===== src/rtl/meas_seq_if.sv =====
// Signal bundle between the measurement sequencer and its UART RX/TX pair,
// sum/counter datapath and result byte-select mux.
interface meas_seq_if #(
  parameter int CH_W  = 2,
  parameter int SEL_W = 2
) ();
  // Handshakes: rx_ready and tx_send are single-cycle strobes that qualify
  // rx_data / send_sel in that cycle only. sum_ready is a level, honoured only
  // while the sequencer is measuring. tx_busy is a level that stalls the next
  // tx_send. No flow control exists on rx, so a command is accepted every
  // time rx_ready is high.
  logic             rx_ready;
  logic [7:0]       rx_data;
  logic             sum_ready;
  logic             tx_busy;
  logic             sum_en;
  logic [CH_W-1:0]  ch_sel;
  logic             tx_send;
  logic [SEL_W-1:0] send_sel;
  logic             cont_mode;
  logic             cmd_err;

  modport master (
    input  rx_ready, rx_data, sum_ready, tx_busy,
    output sum_en, ch_sel, tx_send, send_sel, cont_mode, cmd_err
  );

  modport slave (
    output rx_ready, rx_data, sum_ready, tx_busy,
    input  sum_en, ch_sel, tx_send, send_sel, cont_mode, cmd_err
  );
endinterface


===== src/rtl/meas_seq_controller.sv =====
// Command decoder and measurement/transmit sequencer for the ring-oscillator
// temperature sensor: single-shot or continuous measure, then a paced byte frame.
module meas_seq_controller #(
  parameter int NUM_BYTES  = 3,
  parameter int SEL_W      = 2,
  parameter int CH_W       = 2,
  parameter int GAP_CYCLES = 100,
  parameter int TIMER_W    = 16
) (
  input  logic        clk,
  input  logic        reset,
  meas_seq_if.master  bus,
  output logic [2:0]  state_dbg
);

  localparam logic [2:0] S_IDLE    = 3'd0;
  localparam logic [2:0] S_DECODE  = 3'd1;
  localparam logic [2:0] S_MEASURE = 3'd2;
  localparam logic [2:0] S_SEND    = 3'd3;
  localparam logic [2:0] S_WAIT_TX = 3'd4;

  localparam logic [SEL_W-1:0]   LAST_IDX = SEL_W'(NUM_BYTES - 1);
  localparam logic [TIMER_W-1:0] GAP_VAL  = TIMER_W'(GAP_CYCLES);

  logic [2:0]         state, state_nxt;
  logic [1:0]         cmd_op;
  logic [CH_W-1:0]    cmd_ch;
  logic               pending;
  logic [SEL_W-1:0]   idx;
  logic [TIMER_W-1:0] timer;
  logic [CH_W-1:0]    ch_sel_q;
  logic               cont_q;
  logic               gap_done;
  logic               last_byte;

  assign gap_done  = (timer >= GAP_VAL) && !bus.tx_busy;
  assign last_byte = (idx == LAST_IDX);

  always_comb begin
    state_nxt = state;
    case (state)
      S_IDLE:    if (bus.rx_ready || pending) state_nxt = S_DECODE;
      S_DECODE: begin
        case (cmd_op)
          2'b00, 2'b01: state_nxt = S_MEASURE;
          2'b10:        state_nxt = S_IDLE;
          default:      state_nxt = cont_q ? S_MEASURE : S_IDLE;
        endcase
      end
      // A new command aborts the measurement even if the result is ready.
      S_MEASURE: begin
        if (bus.rx_ready || pending) state_nxt = S_DECODE;
        else if (bus.sum_ready)      state_nxt = S_SEND;
      end
      S_SEND:    state_nxt = S_WAIT_TX;
      S_WAIT_TX: begin
        if (gap_done) begin
          if (!last_byte)  state_nxt = S_SEND;
          else if (pending) state_nxt = S_DECODE;
          else if (cont_q)  state_nxt = S_MEASURE;
          else              state_nxt = S_IDLE;
        end
      end
      default:   state_nxt = S_IDLE;
    endcase
  end

  always_ff @(posedge clk) begin
    if (!reset) begin
      state    <= S_IDLE;
      cmd_op   <= 2'b00;
      cmd_ch   <= '0;
      pending  <= 1'b0;
      idx      <= '0;
      timer    <= '0;
      ch_sel_q <= '0;
      cont_q   <= 1'b0;
    end else begin
      state <= state_nxt;

      if (state_nxt != state) timer <= '0;
      else if (timer != '1)   timer <= timer + TIMER_W'(1);

      if (bus.rx_ready) begin
        cmd_op <= bus.rx_data[7:6];
        cmd_ch <= bus.rx_data[CH_W-1:0];
      end

      // IDLE and MEASURE go straight to DECODE, so only other states defer.
      if (bus.rx_ready && state != S_IDLE && state != S_MEASURE) pending <= 1'b1;
      else if (state == S_DECODE)                                 pending <= 1'b0;

      if (state == S_DECODE) begin
        if (!cmd_op[1]) begin
          ch_sel_q <= cmd_ch;
          cont_q   <= cmd_op[0];
        end else if (!cmd_op[0]) begin
          cont_q   <= 1'b0;
        end
      end

      if (state == S_MEASURE)                                  idx <= '0;
      else if (state == S_WAIT_TX && gap_done && !last_byte)   idx <= idx + SEL_W'(1);
    end
  end

  assign bus.sum_en    = (state == S_MEASURE);
  assign bus.tx_send   = (state == S_SEND);
  assign bus.send_sel  = (state == S_SEND || state == S_WAIT_TX) ? idx : '0;
  assign bus.cmd_err   = (state == S_DECODE) && (cmd_op == 2'b11);
  assign bus.ch_sel    = ch_sel_q;
  assign bus.cont_mode = cont_q;
  assign state_dbg     = state;

endmodule

===== src/flat_wrapper.sv =====
// flat-port wrapper written by rule: the top's interface ports become plain ports
module meas_seq_controller_flat 
#(
  parameter int NUM_BYTES  = 3,
  parameter int SEL_W      = 2,
  parameter int CH_W       = 2,
  parameter int GAP_CYCLES = 100,
  parameter int TIMER_W    = 16
)
  (clk, reset, state_dbg, bus_rx_ready, bus_rx_data, bus_sum_ready, bus_tx_busy, bus_sum_en, bus_ch_sel, bus_tx_send, bus_send_sel, bus_cont_mode, bus_cmd_err);
  meas_seq_if #(.CH_W(CH_W), .SEL_W(SEL_W)) bus_i ();
  input  logic clk;
  input  logic reset;
  output logic [2:0] state_dbg;
  input wire logic [$bits(bus_i.rx_ready)-1:0] bus_rx_ready;
  input wire logic [$bits(bus_i.rx_data)-1:0] bus_rx_data;
  input wire logic [$bits(bus_i.sum_ready)-1:0] bus_sum_ready;
  input wire logic [$bits(bus_i.tx_busy)-1:0] bus_tx_busy;
  output wire logic [$bits(bus_i.sum_en)-1:0] bus_sum_en;
  output wire logic [$bits(bus_i.ch_sel)-1:0] bus_ch_sel;
  output wire logic [$bits(bus_i.tx_send)-1:0] bus_tx_send;
  output wire logic [$bits(bus_i.send_sel)-1:0] bus_send_sel;
  output wire logic [$bits(bus_i.cont_mode)-1:0] bus_cont_mode;
  output wire logic [$bits(bus_i.cmd_err)-1:0] bus_cmd_err;
  assign bus_i.rx_ready = bus_rx_ready;
  assign bus_i.rx_data = bus_rx_data;
  assign bus_i.sum_ready = bus_sum_ready;
  assign bus_i.tx_busy = bus_tx_busy;
  assign bus_sum_en = bus_i.sum_en;
  assign bus_ch_sel = bus_i.ch_sel;
  assign bus_tx_send = bus_i.tx_send;
  assign bus_send_sel = bus_i.send_sel;
  assign bus_cont_mode = bus_i.cont_mode;
  assign bus_cmd_err = bus_i.cmd_err;
  meas_seq_controller #(.NUM_BYTES(NUM_BYTES), .SEL_W(SEL_W), .CH_W(CH_W), .GAP_CYCLES(GAP_CYCLES), .TIMER_W(TIMER_W)) u_core (.clk(clk), .reset(reset), .bus(bus_i), .state_dbg(state_dbg));
endmodule

===== config.mk =====
export PLATFORM = sky130hd
export DESIGN_NAME = meas_seq_controller_flat
export DESIGN_NICKNAME = d
export VERILOG_FILES = /design/src/rtl/meas_seq_if.sv /design/src/rtl/meas_seq_controller.sv /design/src/flat_wrapper.sv
export SDC_FILE = /design/constraint.sdc
export NUM_CORES = 1
export LEC_CHECK = 0
export ABC_CLOCK_PERIOD_IN_PS = 2100
export BUFFER_PORTS_ARGS = -buffer_cell sky130_fd_sc_hd__buf_4
export CAP_MARGIN = 20
export CORE_UTILIZATION = 55
export CTS_CLUSTER_DIAMETER = 150
export DETAILED_ROUTE_END_ITERATION = 16
export HOLD_SLACK_MARGIN = 0.06
export PLACE_DENSITY = 0.89
export SLEW_MARGIN = 20
export SYNTH_ARGS = -nofsm -noshare
export SYNTH_HDL_FRONTEND = slang
export SYNTH_SLANG_ARGS = --single-unit

===== constraint.sdc =====
create_clock -name clk -period 2.1 [get_ports clk]
set_clock_uncertainty 0.1 [all_clocks]
set_input_delay 0.21 -clock clk [delete_from_list [all_inputs] [get_ports clk]]
set_output_delay 0.21 -clock clk [all_outputs]
set_load 0.01 [all_outputs]

==> out/results.ini, run 1 <==
[finish]
n_antenna_cell = 0
syn_to_final_growth_pct = 20.59
multi_input_area_um2 = 844.6
nFillCells = 192
regArea_um2 = 580.6
stdcell_area_um2 = 1795
fin_nets = 211
final_layout_size_suffix_gt1_share_pct = 24.49

[routing]
drc = 0
drt_iter0_drc = 21
routed_via_density = 5.761
drt_pass1_iterations = 4
ant_nets = 0
drt_wl_total_um = 2948
wl_per_cell_um = 13.04
vias = 1302

[synthesis]
avgSynthCellArea_um2 = 8.758
synth-warning-count = 0
synthDistinctLibCells = 44
async_flop_share_pct = 0
synth_edf_count = 0
ys.flop_type = dfxtp_1
synthXorXnorAreaFrac_pct = 6.471
synth.most_common_cell = dfxtp_1
synth_area_leader_cell = dfxtp_1
synth-simple-area-share_pct = 29.08
synth_compound_area_share_pct = 15.29
synth_nets = 186
synth_common_cells = dfxtp_1, nor2_1, nand2_1, nor2_2, xor2_1
synth_mux_area_share_pct = 3.361
synth_top_family_by_area = simple AND/OR/NAND/NOR gates
netlist.area_leader.share_pct = 38.99
syn-cell-area_um2 = 1489
synthCells = 170
synth_seq_area_share_pct = 38.99
synth_adder_area_share_pct = 2.521
synth.area.top_cells = dfxtp_1, xor2_1, nor2_2, nor2_1, nand2_1
ys_ff_latch = 29

[die]
io_pins = 24
initial_core_util_pct = 59.03
fp.dieArea_um2 = 2919
fp-row-count = 18
die_h_um = 54.03
die_w_um = 54.03
coreArea_um2 = 2522

[power_and_ir_drop]
pwr-share-comb_pct = 11.2
pwr-share-clk_pct = 43.4
p_leak_nw = 0.7018
powerDensity_nw_per_um2 = 727.5
peakVddDrop_mv = 1.122
power.share.sequential_pct = 45.3
switching_power_uw = 293.8
p_int_mw = 1.012
swShare_pct = 22.50

[global_route]
grt_usage_pct = 23.20
first_global_vias = 1168
grt_start_max_net_pins = 17
grt_first_pass_wirelength_um = 4747
antenna_found_initial = 0
grt-ovfl-total = 0

[clock_network]
clk_pin_slew_ns = 0.10
post-cts-setup-buffer-count = 0
cts_tree = done
cts.repair.resized = 0
cts_buffers = 5
cts.htree.levels = 2
clockBufferDepth = 2
clock-sinks = 29
clkLatencyLatePin_ns = 0.33
cts_root_buf = clkbuf_4

[sta]
period_minus_slack_ns = 1.951
worstMarginPinSlew_ns = 0.5396
finalSetupViolCount = 0
rsz0062_at_grt = false
period_share_pct = 92.91
slew_viol_final = 0
hold_viol_final = 0
max_slew_margin_pct = 63.81
fin_tns_setup_ns = 0
fmax_mhz = 512.5

[worst_setup_path]
path_cells = ha_1 -> and3_1 -> nand4_1 -> or4b_1 -> o21ai_0 -> nor2_2
cp.required_ns = 2.23
arrival_ns = 2.08
crit_fanout = 7
r2r_slack_ns = 0.15
cp-start-kind = flip-flop
rr_worst_depth = 6
r2r_start = u_core.timer[0]
reg2reg_to = u_core.timer[14]
critical_path_class = reg -> reg
slowest_stage = or4b_1
cpPeakStageDelay_ns = 0.50
worstSetupEndpointType = flip-flop

[placed_design]
place.gp.congestion = 0.8535
hpwlAfterDp_um = 2113
port_buffers = 19
post_dp_cell_area_um2 = 1663

[hold_path]
hold_class = in -> reg
holdPathStages = 3
hp-start = bus_rx_data[6]
holdPathEnd = u_core.cmd_op[0]

[outcome]
status = complete, no violations

[flow_run]
cap_violations = 0

==> worst max-delay path by stage <==
stage | cells past startpoint | end | slack (ns) | from
6_report | 6 | u_core.timer[14] | 0.15 | u_core.timer[0]
2_1_floorplan | 5 | u_core.timer[14] | 0.29 | u_core.state_dbg[2]
4_1_cts | 6 | u_core.timer[14] | 0.16 | u_core.timer[0]
3_3_place_gp | 6 | u_core.timer[14] | 0.25 | u_core.timer[0]
5_1_grt | 6 | u_core.timer[14] | 0.02 | u_core.timer[0]
3_5_place_dp | 6 | u_core.timer[14] | 0.19 | u_core.timer[0]
==> cell usage in the layout, fill, tap and decap left out, types with 4 or more instances in the layout <==
cell type and count:
dfxtp_1 29, buf_4 21, nor2_1 16, nand2_1 14, nor2_2 11, xor2_1 8
inv_1 6, nand4_1 6, o21ai_0 6, a21oi_1 5, nand3_1 5, mux2i_1 5
clkbuf_4 5, nor3_1 4, nor2b_1 4
==> final cells by class <==
type	instances	area share, %
multi-input combinational	128	47.04
sequential	29	32.33
timing repair buffer	25	11.57
clock inverter	3	3.624
clock buffer	5	2.091
tap	30	2.091
inverter	6	1.254
==> flip-flops by register name (all words and copies together), names as in the netlist <==
name,cells
u_core.idx,2
u_core.bus.cont_mode,1
u_core.state_dbg,3
u_core.cmd_op,2
u_core.pending,1
u_core.timer,16
u_core.cmd_ch,2
u_core.bus.ch_sel,2
==> cells by family (layout without fill, tap and decap cells) <==
family          Yosys count  in the layout
compound gates           31             31
xor+xnor                 11             11
fa+ha+maj                 3              3
buf+inv                  13             39
flops                    29             29
mux                       5              5
simple gates             78             78
==> routing by layer <==
layer	track usage [%]	part of all wire, %	vias up
met2	38.68	50	43
met3	8.475	6.1	7
met5	0	0	-
met1	26.32	42	603
li1	-	-	649
met4	10.26	1.7	0
==> repair_timing <==
| action | 4_1_cts | 5_1_grt |
|---|---|---|
| endpoints found under the hold margin | 3 | 0 |
| hold buffers | 3 | 0 |
| setup endpoints to repair | 0 | 0 |
==> metrics by stage <==
stage	utilization, %	total power [mW]	hold slack, ns	std cells	worst slack [ns]
final	71.18	1.306	0.05877	226	0.1488
after global routing	71.18	1.360	0.06174	226	0.01898
after CTS	71.18	1.317	0.06402	226	0.1552
after detailed placement	65.92	0.7465	0.3711	215	0.1934
after global placement	65.92	0.7407	0.3477	215	0.2512
after floorplan	-	0.7010	0.2525	170	0.2891
==> critical path: cells and delay by family (launching register included) <==
family	cells	cell delay, ns
fa+ha+maj	1	0.20
flops	1	0.42
simple gates	4	1.02
compound gates	1	0.11
==> power by group through the flow <==
stage	sequential (mW)	clock [mW]	combinational, mW
after floorplan	0.603	0	0.0978
after global placement	0.603	0	0.137
after detailed placement	0.605	0	0.142
after CTS	0.592	0.578	0.147
after global routing	0.596	0.604	0.160
final	0.592	0.567	0.147
No activity file was read; power rests on OpenSTA's default activity.
==> inputs of run 2 (changes only) <==
- MAX_ROUTING_LAYER: default -> met4
==> run 2 against run 1 <==
Effect of this change:
- via count down 0.31%
- sequential power about the same
- clock power up 0.7%
==> out/results.ini, run 2 (synthesis gave the netlist of run 1 again) <==
[routing]
routed_via_density = 5.743  ; -0.31%
drt_pass1_iterations = 4  ; unchanged
drc = 0  ; unchanged
wl_per_cell_um = 13.16  ; +0.92%
ant_nets = 0  ; unchanged
vias = 1298  ; -0.31%
drt_iter0_drc = 13  ; -38%
drt_wl_total_um = 2975  ; +0.92%

[finish]
syn_to_final_growth_pct = 20.59  ; unchanged
largest_reg_flops = 16  ; unchanged
top_register = u_core.timer
multi_input_area_um2 = 844.6  ; unchanged
final_common_cell = dfxtp_1
nFillCells = 192  ; unchanged
n_antenna_cell = 0  ; unchanged
final_cells = 226  ; unchanged
fin_nets = 211  ; unchanged
stdcell_area_um2 = 1795  ; unchanged
regArea_um2 = 580.6  ; unchanged
final_layout_size_suffix_gt1_share_pct = 24.49  ; unchanged
final_cell_mix = dfxtp_1, buf_4, nor2_1

[global_route]
grt-ovfl-total = 0  ; unchanged
antenna_found_initial = 0  ; unchanged
grt_first_pass_wirelength_um = 4761  ; +0.29%
grt_start_max_net_pins = 17  ; unchanged
grt_usage_pct = 23.87  ; +0.67 points
first_global_vias = 1168  ; unchanged

[clock_network]
clk_pin_slew_ns = 0.10  ; about the same
clkLatencyLatePin_ns = 0.34  ; about the same
clock-sinks = 29  ; unchanged
cts_root_buf = clkbuf_4
cts.htree.levels = 2  ; unchanged
cts_tree = done
cts_buffers = 5  ; unchanged
clockBufferDepth = 2  ; unchanged
post-cts-setup-buffer-count = 0  ; unchanged

[sta]
period_share_pct = 93.29  ; +0.38 points
whs_ns = 0.05515  ; -0.003625 ns
max_slew_margin_pct = 63.90  ; +0.097 points
finalSetupViolCount = 0  ; unchanged
fmax_mhz = 510.4  ; -0.41%
period_minus_slack_ns = 1.959  ; +0.008015 ns
fin_tns_setup_ns = 0  ; unchanged
slew_viol_final = 0  ; unchanged
timing.final.ws_setup_ns = 0.1408  ; -0.008015 ns
rsz0062_at_grt = false
hold_viol_final = 0  ; unchanged
worstMarginPinSlew_ns = 0.5382  ; -0.001445 ns

[hold_path]
holdPathStages = 3  ; unchanged
hp-start = bus_rx_data[6]
hold_class = in -> reg
holdPathEnd = u_core.cmd_op[0]

[die]
io_pins = 24  ; unchanged
fp-row-count = 18  ; unchanged
fp.dieArea_um2 = 2919  ; unchanged
die_h_um = 54.03  ; unchanged
initial_core_util_pct = 59.03  ; unchanged
coreArea_um2 = 2522  ; unchanged
die_w_um = 54.03  ; unchanged

[worst_setup_path]
critical_path_class = reg -> reg
worstSetupEndpointType = flip-flop
arrival_ns = 2.09  ; about the same
r2r_start = u_core.timer[0]
cp.required_ns = 2.23  ; about the same
path_cells = ha_1 -> and3_1 -> nand4_1 -> or4b_1 -> o21ai_0 -> nor2_2
cp-start-kind = flip-flop
reg2reg_to = u_core.timer[14]
slowest_stage = or4b_1
cpPeakStageDelay_ns = 0.50  ; about the same
rr_worst_depth = 6  ; unchanged
crit_fanout = 7  ; unchanged
r2r_slack_ns = 0.14  ; about the same

[power_and_ir_drop]
power.share.sequential_pct = 45.2  ; about the same
p_int_mw = 1.012  ; about the same
swShare_pct = 22.76  ; +0.27 points
switching_power_uw = 298.4  ; +1.5%
pwr-share-comb_pct = 11.2  ; about the same
peakVddDrop_mv = 1.122  ; about the same
powerDensity_nw_per_um2 = 730.1  ; +0.35%
pwr-share-clk_pct = 43.5  ; about the same
p_leak_nw = 0.7018  ; unchanged

[flow_run]
cap_violations = 0  ; unchanged

[placed_design]
post_dp_cell_area_um2 = 1663  ; unchanged
port_buffers = 19  ; unchanged
hpwlAfterDp_um = 2113  ; unchanged
dp.cells = 215  ; unchanged
dpl_worst_slack_ns = 0.1934  ; unchanged
place.gp.congestion = 0.8671  ; +1.6%

[outcome]
status = complete, no violations

## run 2: cell type report
class	instances	share of cell area (%)
clock buffer	5	2.091
clock inverter	3	3.624
inverter	6	1.254
multi-input combinational	128	47.04
sequential	29	32.33
tap	30	2.091
timing repair buffer	25	11.57
## run 2: power groups by stage
| stage | clock network, mW | logic [mW] | registers, mW |
|---|---|---|---|
| after floorplan | 0 | 0.0978 | 0.603 |
| after global routing | 0.604 | 0.160 | 0.596 |
| final | 0.571 | 0.147 | 0.593 |
| after detailed placement | 0 | 0.142 | 0.605 |
| after CTS | 0.578 | 0.147 | 0.592 |
| after global placement | 0 | 0.137 | 0.603 |
## run 2: metal layers
metal  track usage, %  up-vias  part of all wire (%)
li1                 -      647                     -
met1            26.32      608                    44
met2            38.68       34                    49
met3            8.475        9                   5.7
met4            10.26        0                   1.9
met5                -        -                     0
## run 2: through the flow
stage / power (mW) / utilization, %
after CTS: 1.317 / 71.18
after global placement: 0.7407 / 65.92
after floorplan: 0.7010 / -
final: 1.311 / 71.18
after global routing: 1.360 / 71.18
after detailed placement: 0.7465 / 65.92
## run 2: how the worst max path moves through the flow
stage / from / end / slack (ns) / cells past startpoint
floorplan: u_core.state_dbg[2] / u_core.timer[14] / 0.29 / 5
global placement: u_core.timer[0] / u_core.timer[14] / 0.25 / 6
detailed placement: u_core.timer[0] / u_core.timer[14] / 0.19 / 6
CTS: u_core.timer[0] / u_core.timer[14] / 0.16 / 6
global route: u_core.timer[0] / u_core.timer[14] / 0.02 / 6
finish: u_core.timer[0] / u_core.timer[14] / 0.14 / 6
## run 2: repair_timing
item / in CTS / in global routing
hold buffers: 3 / 0
resized for setup: 0 / 0
endpoints found under the hold margin: 3 / 0
endpoints found under the setup margin: 0 / 0
## run 2: worst max-delay path, delay by kind of cell (launching register included)
kind,cells,cell delay [ns]
DFF,1,0.42
AOI/OAI and AO/OA,1,0.11
adders and majority gates,1,0.20
and+or+nand+nor,4,1.02
